### config.mk
export PLATFORM = sky130hd
export DESIGN_NAME = fifo_push_arbiter
export DESIGN_NICKNAME = d
export VERILOG_FILES = /design/src/rtl/fifo_push_arbiter.sv
export SDC_FILE = /design/constraint.sdc
export NUM_CORES = 1
export LEC_CHECK = 0
export CORE_AREA = 2 2 39 41
export CTS_BUF_LIST = sky130_fd_sc_hd__clkbuf_4 sky130_fd_sc_hd__clkbuf_8 sky130_fd_sc_hd__clkbuf_16
export DETAILED_ROUTE_END_ITERATION = 8
export DIE_AREA = 0 0 41 43
export DONT_BUFFER_PORTS = 1
export HOLD_SLACK_MARGIN = 0.15
export PLACE_DENSITY = 0.85
export SYNTH_ARGS = -nofsm -noshare
export SYNTH_HDL_FRONTEND = slang
export SYNTH_SLANG_ARGS = --single-unit
export TNS_END_PERCENT = 50
### constraint.sdc
create_clock -name clk -period 5.75 [get_ports clk]
set_clock_uncertainty 0.15 [all_clocks]
set_input_delay 0.8625 -clock clk [delete_from_list [all_inputs] [get_ports clk]]
set_output_delay 0.8625 -clock clk [all_outputs]
set_load 0.02 [all_outputs]
### src/rtl/fifo_push_arbiter.sv
// Round-robin burst arbiter sharing one FIFO push port among N_REQ producers.
// Define FIFO_ARB_STATS_EN to add per-requester accepted-word counters (stat_words).

`ifdef FIFO_ARB_STATS_EN
module fifo_arb_stat_ctr (
    input  logic        clk,
    input  logic        rst,
    input  logic        inc,
    output logic [15:0] count
);
    always_ff @(posedge clk) begin
        if (rst)
            count <= '0;
        else if (inc && count != 16'hFFFF)
            count <= count + 16'd1;
    end
endmodule
`endif

module fifo_push_arbiter #(
    parameter int N_BITS    = 8,
    parameter int N_REQ     = 4,
    parameter int MAX_BURST = 4
) (
    input  logic                    clk,
    input  logic                    rst,
    input  logic [N_REQ-1:0]        req,
    input  logic [N_REQ*N_BITS-1:0] req_data,
    input  logic [N_REQ-1:0]        req_last,
    output logic [N_REQ-1:0]        ack,
    output logic [N_REQ-1:0]        gnt,
    input  logic                    fifo_full,
    output logic                    fifo_push,
    output logic [N_BITS-1:0]       fifo_data,
    output logic                    busy
`ifdef FIFO_ARB_STATS_EN
    ,
    output logic [N_REQ*16-1:0]     stat_words
`endif
);
    localparam int OWN_W = $clog2(N_REQ);
    localparam int CNT_W = $clog2(MAX_BURST + 1);

    typedef enum logic {IDLE, BURST} state_t;

    state_t             state, state_nx;
    logic [OWN_W-1:0]   owner, owner_nx;
    logic [OWN_W-1:0]   rr_ptr, rr_ptr_nx;
    logic [CNT_W-1:0]   cnt, cnt_nx;
    logic [OWN_W-1:0]   pick;
    logic               pick_vld;
    logic [OWN_W-1:0]   owner_inc;
    logic               last_hit;

    // First requester at or after rr_ptr, wrapping modulo N_REQ.
    always_comb begin
        pick     = '0;
        pick_vld = 1'b0;
        for (int i = 0; i < N_REQ; i++) begin
            if (!pick_vld && req[(int'(rr_ptr) + i) % N_REQ]) begin
                pick_vld = 1'b1;
                pick     = OWN_W'((int'(rr_ptr) + i) % N_REQ);
            end
        end
    end

    assign owner_inc = (owner == OWN_W'(N_REQ - 1)) ? '0 : owner + 1'b1;
    assign last_hit  = req_last[owner] | (cnt == CNT_W'(MAX_BURST - 1));

    assign busy      = (state == BURST);
    assign gnt       = busy ? (N_REQ'(1) << owner) : '0;
    assign fifo_push = busy & req[owner] & ~fifo_full & ~rst;
    assign ack       = gnt & {N_REQ{fifo_push}};
    assign fifo_data = req_data[owner*N_BITS +: N_BITS];

    always_comb begin
        state_nx  = state;
        owner_nx  = owner;
        rr_ptr_nx = rr_ptr;
        cnt_nx    = cnt;
        case (state)
            IDLE: begin
                if (pick_vld) begin
                    owner_nx = pick;
                    cnt_nx   = '0;
                    state_nx = BURST;
                end
            end
            BURST: begin
                // A stalled owner (full FIFO, req still high) keeps the port.
                if (fifo_push) begin
                    cnt_nx = cnt + 1'b1;
                    if (last_hit) begin
                        state_nx  = IDLE;
                        rr_ptr_nx = owner_inc;
                    end
                end else if (!req[owner]) begin
                    state_nx  = IDLE;
                    rr_ptr_nx = owner_inc;
                end
            end
            default: state_nx = IDLE;
        endcase
    end

    always_ff @(posedge clk) begin
        if (rst) begin
            state  <= IDLE;
            owner  <= '0;
            rr_ptr <= '0;
            cnt    <= '0;
        end else begin
            state  <= state_nx;
            owner  <= owner_nx;
            rr_ptr <= rr_ptr_nx;
            cnt    <= cnt_nx;
        end
    end

`ifdef FIFO_ARB_STATS_EN
    for (genvar g = 0; g < N_REQ; g++) begin : g_stat
        fifo_arb_stat_ctr u_stat (
            .clk   (clk),
            .rst   (rst),
            .inc   (ack[g]),
            .count (stat_words[g*16 +: 16])
        );
    end
`endif

endmodule

==> results of run 1 <==
-- power groups by stage --
stage	logic, W	clock network, W	registers, W
6_report	0.0000521	0.0000438	0.0000698
5_1_grt	0.0000576	0.0000471	0.0000716
4_1_cts	0.0000527	0.0000444	0.0000703
3_5_place_dp	0.0000527	0	0.0000713
3_3_place_gp	0.0000513	0	0.0000708
2_1_floorplan	0.0000528	0	0.0000652
-- metal layers --
layer	GRT usage, %	up-vias	share of wire, %
li1	-	307	-
met1	21.6	305	36
met2	35.0	37	53
met3	5.24	4	9.4
met4	10.0	0	1.2
met5	0	-	0
-- sequential cells by signal, summed over array words and instances, names as in the netlist --
signal  cells
cnt         3
owner       2
rr_ptr      2
busy        1
-- area by class of cell --
class	count	area, µm²	area share, %
flip-flops and latches	8	160	19.7
inverters	5	18.8	2.31
clock buffers	3	22.5	2.77
well taps	16	20.0	2.46
multi-input cells	67	592	72.8
-- worst max-delay path by stage --
stage	slack [ns]	to	cells past startpoint	startpoint
after floorplan	2.91	ack[0]	4	req[3]
after global placement	2.80	ack[3]	4	owner[0]
after detailed placement	2.73	ack[1]	4	owner[0]
after CTS	2.45	ack[1]	4	owner[0]
after global routing	2.29	ack[1]	4	owner[0]
final	2.51	ack[1]	4	owner[0]
-- cells by family after synthesis --
kind of cell,count (synthesis),share of synthesized area [%]
buffers and inverters,9,4.45
adder cells (fa/ha/maj),6,9.54
flip-flops,8,20.3
AO/OA/AOI/OAI,11,8.43
AND/OR/NAND/NOR,36,24.3
multiplexers,14,32.9
-- worst register-to-register path: stages, from the launching register on --
cell     delay [ns]
dfxtp_1        0.78
mux4_2         0.62
nor2b_1        0.12
a41o_1         0.19
mux2_4         0.31
-- cell usage in the layout, fill, tap and decap left out, drive strengths merged --
master  n
a21oi   8
a41o    1
and2    8
clkbuf  3
dfxtp   8
ha      6
inv     5
mux2    2
mux2i   3
mux4    9
nand2   5
nand2b  5
nand3   4
nor2    6
nor2b   2
nor3    2
nor4    1
o21a    1
o221ai  1
or2     1
or3     1
or4     1
-- stage by stage --
| step | setup WS [ns] | instance area, µm² | hold WS, ns |
|---|---|---|---|
| after floorplan | 2.91 | 787 | 0.298 |
| after global placement | 2.80 | 791 | 0.302 |
| after detailed placement | 2.73 | 791 | 0.317 |
| after CTS | 2.45 | 813 | 0.324 |
| after global routing | 2.29 | 813 | 0.344 |
| final | 2.51 | 813 | 0.322 |
==> impl_metrics.csv, run 1 <==
group,metric,value,unit
logic_synthesis,yosysWarningCount,0,
setup_path,worst-path-max-fanout,15,
setup_path,max_stage_delay,0.78,ns
logic_synthesis,yosys-top-cells-count,"mux4_2 (9), a21oi_1 (8), and2_1 (8), dfxtp_1 (8)",
sta,tns,0,ns
clocking,cts.sinks,8,
clocking,max-clock-path-buffers,2,
detailed_routing,viasPerCell,6.60,
power,pwr_density_cell,204,nW/µm²
logic_synthesis,synth-main-ff-cell,"dfxtp_1",
sta,worstMarginPinSlew,0.713,ns
setup_path,crit_family,"flip-flops",
logic_synthesis,synth_top_area_share,25.8,%
power,p_int,0.000108,W
setup_path,ff2ff_setup_slack,3.47,ns
sta,post-route-period-util,56.4,%
power,p_switching,0.0000575,W
clocking,cts_resized,0,
sta,finalCriticalPeriod,3.24,ns
logic_synthesis,synth_most_common_cell,"mux4_2",
setup_path,cp_cell_sequence,"mux4_2 -> nand3_1 -> inv_2 -> and2_1",
min_path,whs_path_depth,2,
clocking,tritoncts,"yes",
clocking,clk_pin_slew_worst_paths,0.05,ns
setup_path,worst-setup-path-type,"reg2out",
setup_path,worst-path-buf-inv,1,
min_path,hold_path_class,"reg2reg",
power,finalPower,0.000166,W
logic_synthesis,ys_ff_latch,8,
power,netSwitchingFraction,34.7,%
global_routing,antenna_found_initial,0,
power,p_leak,0.293,nW
detailed_routing,drc_errors,0,
global_routing,grt_max_degree,16,
power,seqPwrFrac,42.1,%
placement,globalplace.congestion,0.735,
detailed_routing,drt-total-wl,1.66,mm
placement,numPortBuffers,0,
cells_and_area,layout-drive-gt1-share,16.9,%
flow_run,cap_violations,0,
detailed_routing,drtAntennaViolNets,0,
clocking,htree_levels,1,
sta,drv_slew,0,
clocking,cts_inserted_buffers,3,
logic_synthesis,yosysTopAreaCell,"mux4_2",
logic_synthesis,syn_area,787,µm²
sta,max_freq,308,MHz
clocking,holdBufCountCts,0,
cells_and_area,layout.nets,134,
placement,dp.final_hpwl,1.40,mm
floorplan,die_x,41,µm
sta,setup-violations-final,0,
logic_synthesis,ys_seq_area_share,20.3,%
power,ir_drop,0.115,mV
cells_and_area,final_cells,99,
outcome,run_status,"complete, no violations",
global_routing,groute.usage.overall,20.5,%
global_routing,grt_pass1_wl,2.44,mm
floorplan,rows,14,
setup_path,r2r-start,"owner[0]",
sta,rsz0062_at_grt,"false",
logic_synthesis,synth_area_leaders,"mux4_2 (26%), dfxtp_1 (20%), ha_1 (9.5%)",
setup_path,endpoint_kind,"primary output",
logic_synthesis,synth_edf_count,0,
power,p_clk_share,26.5,%
min_path,min_to,"cnt[2]",
setup_path,rr_worst_depth,4,
sta,hold_violations,0,
setup_path,cp_data_arrival_time,2.23,ns
cells_and_area,diodes,0,
detailed_routing,drt_iter0_drc,15,
global_routing,first_global_vias,599,
cells_and_area,final_core_util,58.8,%
floorplan,top_level_ports,61,
floorplan,core,1380,µm²
setup_path,required,4.74,ns
detailed_routing,dr.pass1.iters,4,
cells_and_area,areaGrowthSynthToFinish,3.34,%
global_routing,grt.overflow.total,0,
placement,post-place-cells,96,
floorplan,die-area,1760,µm²
setup_path,worst_path_max_delay_cell,"dfxtp_1",
logic_synthesis,postSynthNetCount,133,
clocking,root_buffer,"clkbuf_4",
logic_synthesis,ys_async_sr_fraction,0,%
detailed_routing,wl_per_cell,16.7,µm
detailed_routing,vias,653,
min_path,hp-start,"cnt[2]",
logic_synthesis,synthCells,84,
setup_path,critPathLaunchType,"flop",
clocking,cts_setup_buffers,0,
floorplan,die_h,43,µm
logic_synthesis,ys_types,25,
floorplan,start_util,56.9,%
setup_path,reg2reg_to,"rr_ptr[0]",
clocking,clk_latency,0.26,ns
logic_synthesis,syn_area_per_cell,9.37,µm²
power,p_comb_share,31.4,%
cells_and_area,fillers,133,
sta,max-slew-margin-rel,52.4,%
Power figures use the tool's default switching activity.
==> inputs of run 2 (changes only) <==
--- a/config.mk
+++ b/config.mk
@@ -5,13 +5,14 @@
 export SDC_FILE = /design/constraint.sdc
 export NUM_CORES = 1
 export LEC_CHECK = 0
-export CORE_AREA = 2 2 39 41
+export CORE_ASPECT_RATIO = 0.9
+export CORE_MARGIN = 2
+export CORE_UTILIZATION = 54
 export CTS_BUF_LIST = sky130_fd_sc_hd__clkbuf_4 sky130_fd_sc_hd__clkbuf_8 sky130_fd_sc_hd__clkbuf_16
 export DETAILED_ROUTE_END_ITERATION = 8
-export DIE_AREA = 0 0 41 43
 export DONT_BUFFER_PORTS = 1
 export HOLD_SLACK_MARGIN = 0.15
-export PLACE_DENSITY = 0.85
+export PLACE_DENSITY = 0.82
 export SYNTH_ARGS = -nofsm -noshare
 export SYNTH_HDL_FRONTEND = slang
 export SYNTH_SLANG_ARGS = --single-unit
==> constraint.sdc (replaced) <==
create_clock -name clk -period 2.8 [get_ports clk]
set_clock_uncertainty 0.15 [all_clocks]
set_input_delay 0.42 -clock clk [delete_from_list [all_inputs] [get_ports clk]]
set_output_delay 0.42 -clock clk [all_outputs]
set_load 0.02 [all_outputs]
==> impl_metrics.csv, run 2 (synthesized netlist as in run 1, its figures left out) <==
group,metric,value,unit
clocking,cts.sinks,8,
power,seqPwrFrac,38.9,%
cells_and_area,diodes,0,
clocking,htree_levels,1,
power,p_switching,0.000117,W
global_routing,groute.usage.overall,21.4,%
floorplan,die-area,1780,µm²
placement,globalplace.congestion,0.745,
floorplan,rows,13,
sta,fin_hold_ws,0.210,ns
sta,finalCriticalPeriod,2.28,ns
sta,hold_violations,0,
cells_and_area,regMostFlops,"cnt",
sta,max-slew-margin-rel,67.5,%
cells_and_area,final_cell_mix,"mux4_2 (9), and2_1 (8), a21oi_1 (8), dfxtp_1 (8)",
sta,tns,0,ns
detailed_routing,drtAntennaViolNets,0,
power,pwr_density_cell,409,nW/µm²
detailed_routing,viasPerCell,6.56,
clocking,max-clock-path-buffers,2,
detailed_routing,drt-total-wl,1.68,mm
sta,post-route-period-util,81.3,%
floorplan,die_x,44.2,µm
sta,max_freq,439,MHz
setup_path,worst-setup-path-type,"reg2out",
sta,worstMarginPinSlew,0.487,ns
power,p_comb_share,35.9,%
sta,setup-violations-final,0,
cells_and_area,areaGrowthSynthToFinish,6.36,%
global_routing,antenna_found_initial,0,
clocking,root_buffer,"clkbuf_4",
setup_path,cp_data_arrival_time,1.71,ns
clocking,cts_inserted_buffers,3,
cells_and_area,largest_reg_flops,3,
cells_and_area,layout-drive-gt1-share,18.6,%
outcome,run_status,"complete, no violations",
setup_path,endpoint_kind,"primary output",
clocking,cts_resized,0,
placement,dp.final_hpwl,1.40,mm
cells_and_area,top_regs,"cnt: 3 flops, owner: 2 flops, rr_ptr: 2 flops",
floorplan,start_util,56.3,%
detailed_routing,vias,663,
min_path,hold_path_class,"in2reg",
detailed_routing,dr.pass1.iters,4,
flow_run,cap_violations,0,
cells_and_area,layout.nets,137,
detailed_routing,wl_per_cell,16.7,µm
detailed_routing,drc_errors,0,
global_routing,first_global_vias,630,
power,p_clk_share,25.2,%
clocking,tritoncts,"yes",
placement,post-place-cells,97,
clocking,clk_latency,0.25,ns
power,ir_drop,0.203,mV
cells_and_area,final_cells,101,
power,netSwitchingFraction,34.2,%
global_routing,grt_pass1_wl,2.67,mm
setup_path,critPathLaunchType,"flop",
global_routing,grt_max_degree,15,
floorplan,die_h,40.2,µm
detailed_routing,drt_iter0_drc,1,
cells_and_area,fillers,140,
clocking,clk_pin_slew_worst_paths,0.05,ns
cells_and_area,final_common_cell,"mux4_2",
sta,drv_slew,0,
placement,numPortBuffers,0,
power,p_int,0.000226,W
setup_path,worst-path-max-fanout,8,
floorplan,top_level_ports,61,
global_routing,grt.overflow.total,0,
sta,rsz0062_at_grt,"false",
setup_path,required,2.23,ns
floorplan,core,1400,µm²
power,p_leak,0.307,nW
## run 2: cell count changes in the layout (fill, tap and decap cells not counted), sizes merged
| cell | before | now |
|---|---|---|
| dlygate4sd3 | 0 | 1 |
| buf | 0 | 2 |
## run 2: per-stage QoR
stage                     util, %  area, µm²  worst slack, ns  power (W)
after floorplan                 -        787            0.803   0.000242
after global placement       57.5        805            0.792   0.000255
after detailed placement     57.5        805            0.779   0.000257
after CTS                    59.8        837            0.515   0.000348
after global routing         59.8        837            0.394   0.000370
final                        59.8        837            0.524   0.000343
## run 2: worst paths after layout
| path | startpoint | to | slack [ns] | cells after the start |
|---|---|---|---|---|
| max | owner[0] | ack[0] | 0.52 | 4 |
| min reg2reg | cnt[2] | cnt[2] | 0.33 | 2 |
| max reg2reg | owner[0] | rr_ptr[0] | 0.82 | 5 |
| min | rst | rr_ptr[1] | 0.21 | 2 |
## run 2: power groups by stage
stage / registers (W) / clock network, W / logic [W]
floorplan: 0.000134 / 0 / 0.000108
global placement: 0.000135 / 0 / 0.000120
detailed placement: 0.000136 / 0 / 0.000122
CTS: 0.000133 / 0.0000909 / 0.000124
global route: 0.000135 / 0.0000995 / 0.000135
finish: 0.000133 / 0.0000863 / 0.000123
## run 2: routing by layer
metal | part of all wire, % | GRT usage (%) | up-vias
li1 | - | - | 318
met1 | 36 | 24.6 | 303
met2 | 52 | 38.2 | 40
met3 | 11 | 4.50 | 2
met4 | 0.95 | 11.4 | 0
met5 | 0 | 0 | -
## run 2: what timing repair did
item	CTS	global route
hold buffers	1	0
endpoints found under the hold margin	6	0
setup buffers	0	0
## run 2: final cells by class
type | count | area [µm²] | area share [%]
timing repair buffer | 3 | 25.0 | 2.99
inverter | 5 | 18.8 | 2.24
clock buffer | 3 | 22.5 | 2.69
sequential | 8 | 160 | 19.1
multi-input combinational | 67 | 592 | 70.7
tap | 15 | 18.8 | 2.24
## run 2: worst max-delay path: stages, from the launching register on
cell	delay, ns
dfxtp_1	0.36
mux4_2	0.53
nand3_1	0.18
inv_2	0.14
and2_1	0.25
==> inputs of run 3 (changes only) <==
--- a/config.mk
+++ b/config.mk
@@ -5,14 +5,13 @@
 export SDC_FILE = /design/constraint.sdc
 export NUM_CORES = 1
 export LEC_CHECK = 0
-export CORE_ASPECT_RATIO = 0.9
 export CORE_MARGIN = 2
-export CORE_UTILIZATION = 54
+export CORE_UTILIZATION = 60
 export CTS_BUF_LIST = sky130_fd_sc_hd__clkbuf_4 sky130_fd_sc_hd__clkbuf_8 sky130_fd_sc_hd__clkbuf_16
 export DETAILED_ROUTE_END_ITERATION = 8
 export DONT_BUFFER_PORTS = 1
 export HOLD_SLACK_MARGIN = 0.15
-export PLACE_DENSITY = 0.82
+export PLACE_DENSITY = 0.86
 export SYNTH_ARGS = -nofsm -noshare
 export SYNTH_HDL_FRONTEND = slang
 export SYNTH_SLANG_ARGS = --single-unit
==> constraint.sdc (replaced) <==
create_clock -name clk -period 2.14 [get_ports clk]
set_clock_uncertainty 0.15 [all_clocks]
set_input_delay 0.321 -clock clk [delete_from_list [all_inputs] [get_ports clk]]
set_output_delay 0.321 -clock clk [all_outputs]
set_load 0.02 [all_outputs]
==> impl_metrics.csv, run 3 (synthesized netlist as in run 1, its figures left out) <==
group,metric,value,unit
floorplan,die_h,40.2,µm
placement,globalplace.congestion,0.765,
placement,dp.final_hpwl,1.55,mm
placement,numPortBuffers,0,
setup_path,worst-setup-path-type,"reg2out",
clocking,htree_levels,1,
cells_and_area,layout-drive-gt1-share,28.0,%
outcome,run_status,"complete, no violations",
sta,max-slew-margin-rel,66.4,%
sta,hold_violations,0,
clocking,clk_latency,0.25,ns
detailed_routing,wl_per_cell,17.4,µm
sta,drv_slew,0,
cells_and_area,layout.nets,144,
floorplan,core,1270,µm²
setup_path,endpoint_kind,"primary output",
setup_path,required,1.67,ns
cells_and_area,top_regs,"cnt: 3 flops, owner: 2 flops, rr_ptr: 2 flops",
cells_and_area,areaGrowthSynthToFinish,14.5,%
detailed_routing,drt_iter0_drc,2,
detailed_routing,drtAntennaViolNets,0,
clocking,root_buffer,"clkbuf_4",
detailed_routing,drt-total-wl,1.88,mm
floorplan,die_x,40.2,µm
floorplan,die-area,1620,µm²
sta,max_freq,485,MHz
global_routing,grt_max_degree,15,
floorplan,start_util,62.0,%
clocking,cts.sinks,8,
global_routing,antenna_found_initial,0,
min_path,hold_path_class,"in2reg",
clocking,tritoncts,"yes",
cells_and_area,final_cell_mix,"mux4_2 (9), a21oi_1 (8), buf_4 (8)",
power,finalPower,0.000468,W
sta,post-route-period-util,96.4,%
clocking,cts_inserted_buffers,3,
detailed_routing,drc_errors,0,
detailed_routing,dr.pass1.iters,3,
power,p_leak,0.347,nW
global_routing,first_global_vias,566,
cells_and_area,final_core_util,71.0,%
sta,setup-violations-final,0,
global_routing,grt.overflow.total,0,
cells_and_area,regMostFlops,"cnt",
sta,finalCriticalPeriod,2.06,ns
sta,worstMarginPinSlew,0.503,ns
global_routing,groute.usage.overall,24.4,%
cells_and_area,diodes,0,
floorplan,top_level_ports,61,
clocking,max-clock-path-buffers,2,
flow_run,cap_violations,0,
detailed_routing,viasPerCell,6.15,
clocking,clk_pin_slew_worst_paths,0.05,ns
cells_and_area,final_common_cell,"mux4_2",
setup_path,cp_data_arrival_time,1.59,ns
setup_path,worst-path-max-fanout,8,
cells_and_area,largest_reg_flops,3,
detailed_routing,vias,664,
global_routing,grt_pass1_wl,2.55,mm
power,ir_drop,0.290,mV
setup_path,critPathLaunchType,"flop",
floorplan,rows,13,
power,pwr_density_cell,519,nW/µm²
run 3: report_power, final:
| group | internal, W | switching, W |
|---|---|---|
| clock network | 0.0000641 | 0.0000505 |
| registers | 0.000159 | 0.0000157 |
| logic | 0.0000843 | 0.0000939 |
| total | 0.000308 | 0.000160 |
run 3: per-stage QoR:
| step | worst slack (ns) | cells | hold WS, ns | area, µm² | TNS (ns) |
|---|---|---|---|---|---|
| after global routing | -0.00481 | 108 | 0.218 | 901 | -0.00481 |
| after CTS | 0.0423 | 103 | 0.219 | 857 | 0 |
| after detailed placement | 0.249 | 99 | 0.245 | 820 | 0 |
| after global placement | 0.270 | 99 | 0.243 | 820 | 0 |
| after floorplan | 0.242 | 84 | 0.298 | 787 | 0 |
| final | 0.0763 | 108 | 0.214 | 901 | 0 |
run 3: final cells by class:
cell class,count,area [µm²]
clock buffer,3,22.5
fill,95,368
tap,15,18.8
sequential,8,161
inverter,5,18.8
multi-input combinational,67,598
timing repair buffer,10,81.3
run 3: path summary, 6_finish.rpt:
check	slack, ns	cells past startpoint	endpoint	startpoint
max	0.08	4	ack[1]	owner[0]
max reg2reg	0.24	5	rr_ptr[0]	cnt[0]
min	0.21	3	owner[0]	req[3]
min reg2reg	0.33	2	cnt[1]	cnt[1]
run 3: what timing repair did:
item	in CTS	in global routing
endpoints found under the setup margin	4	4
hold buffers	1	0
hold endpoints to repair	8	0
gates resized for setup	1	3
buffers inserted	0	5
run 3: metal layers:
metal	track usage, %	wire, µm
met2	38.3	922
met5	0	0
met4	10.8	18
met1	28.9	736
met3	10.6	206
run 3: worst max-delay path: stages, from the launching register on:
cell	delay, ns
dfxtp_2	0.35
mux4_2	0.53
nand3_2	0.13
inv_2	0.09
and2_2	0.24
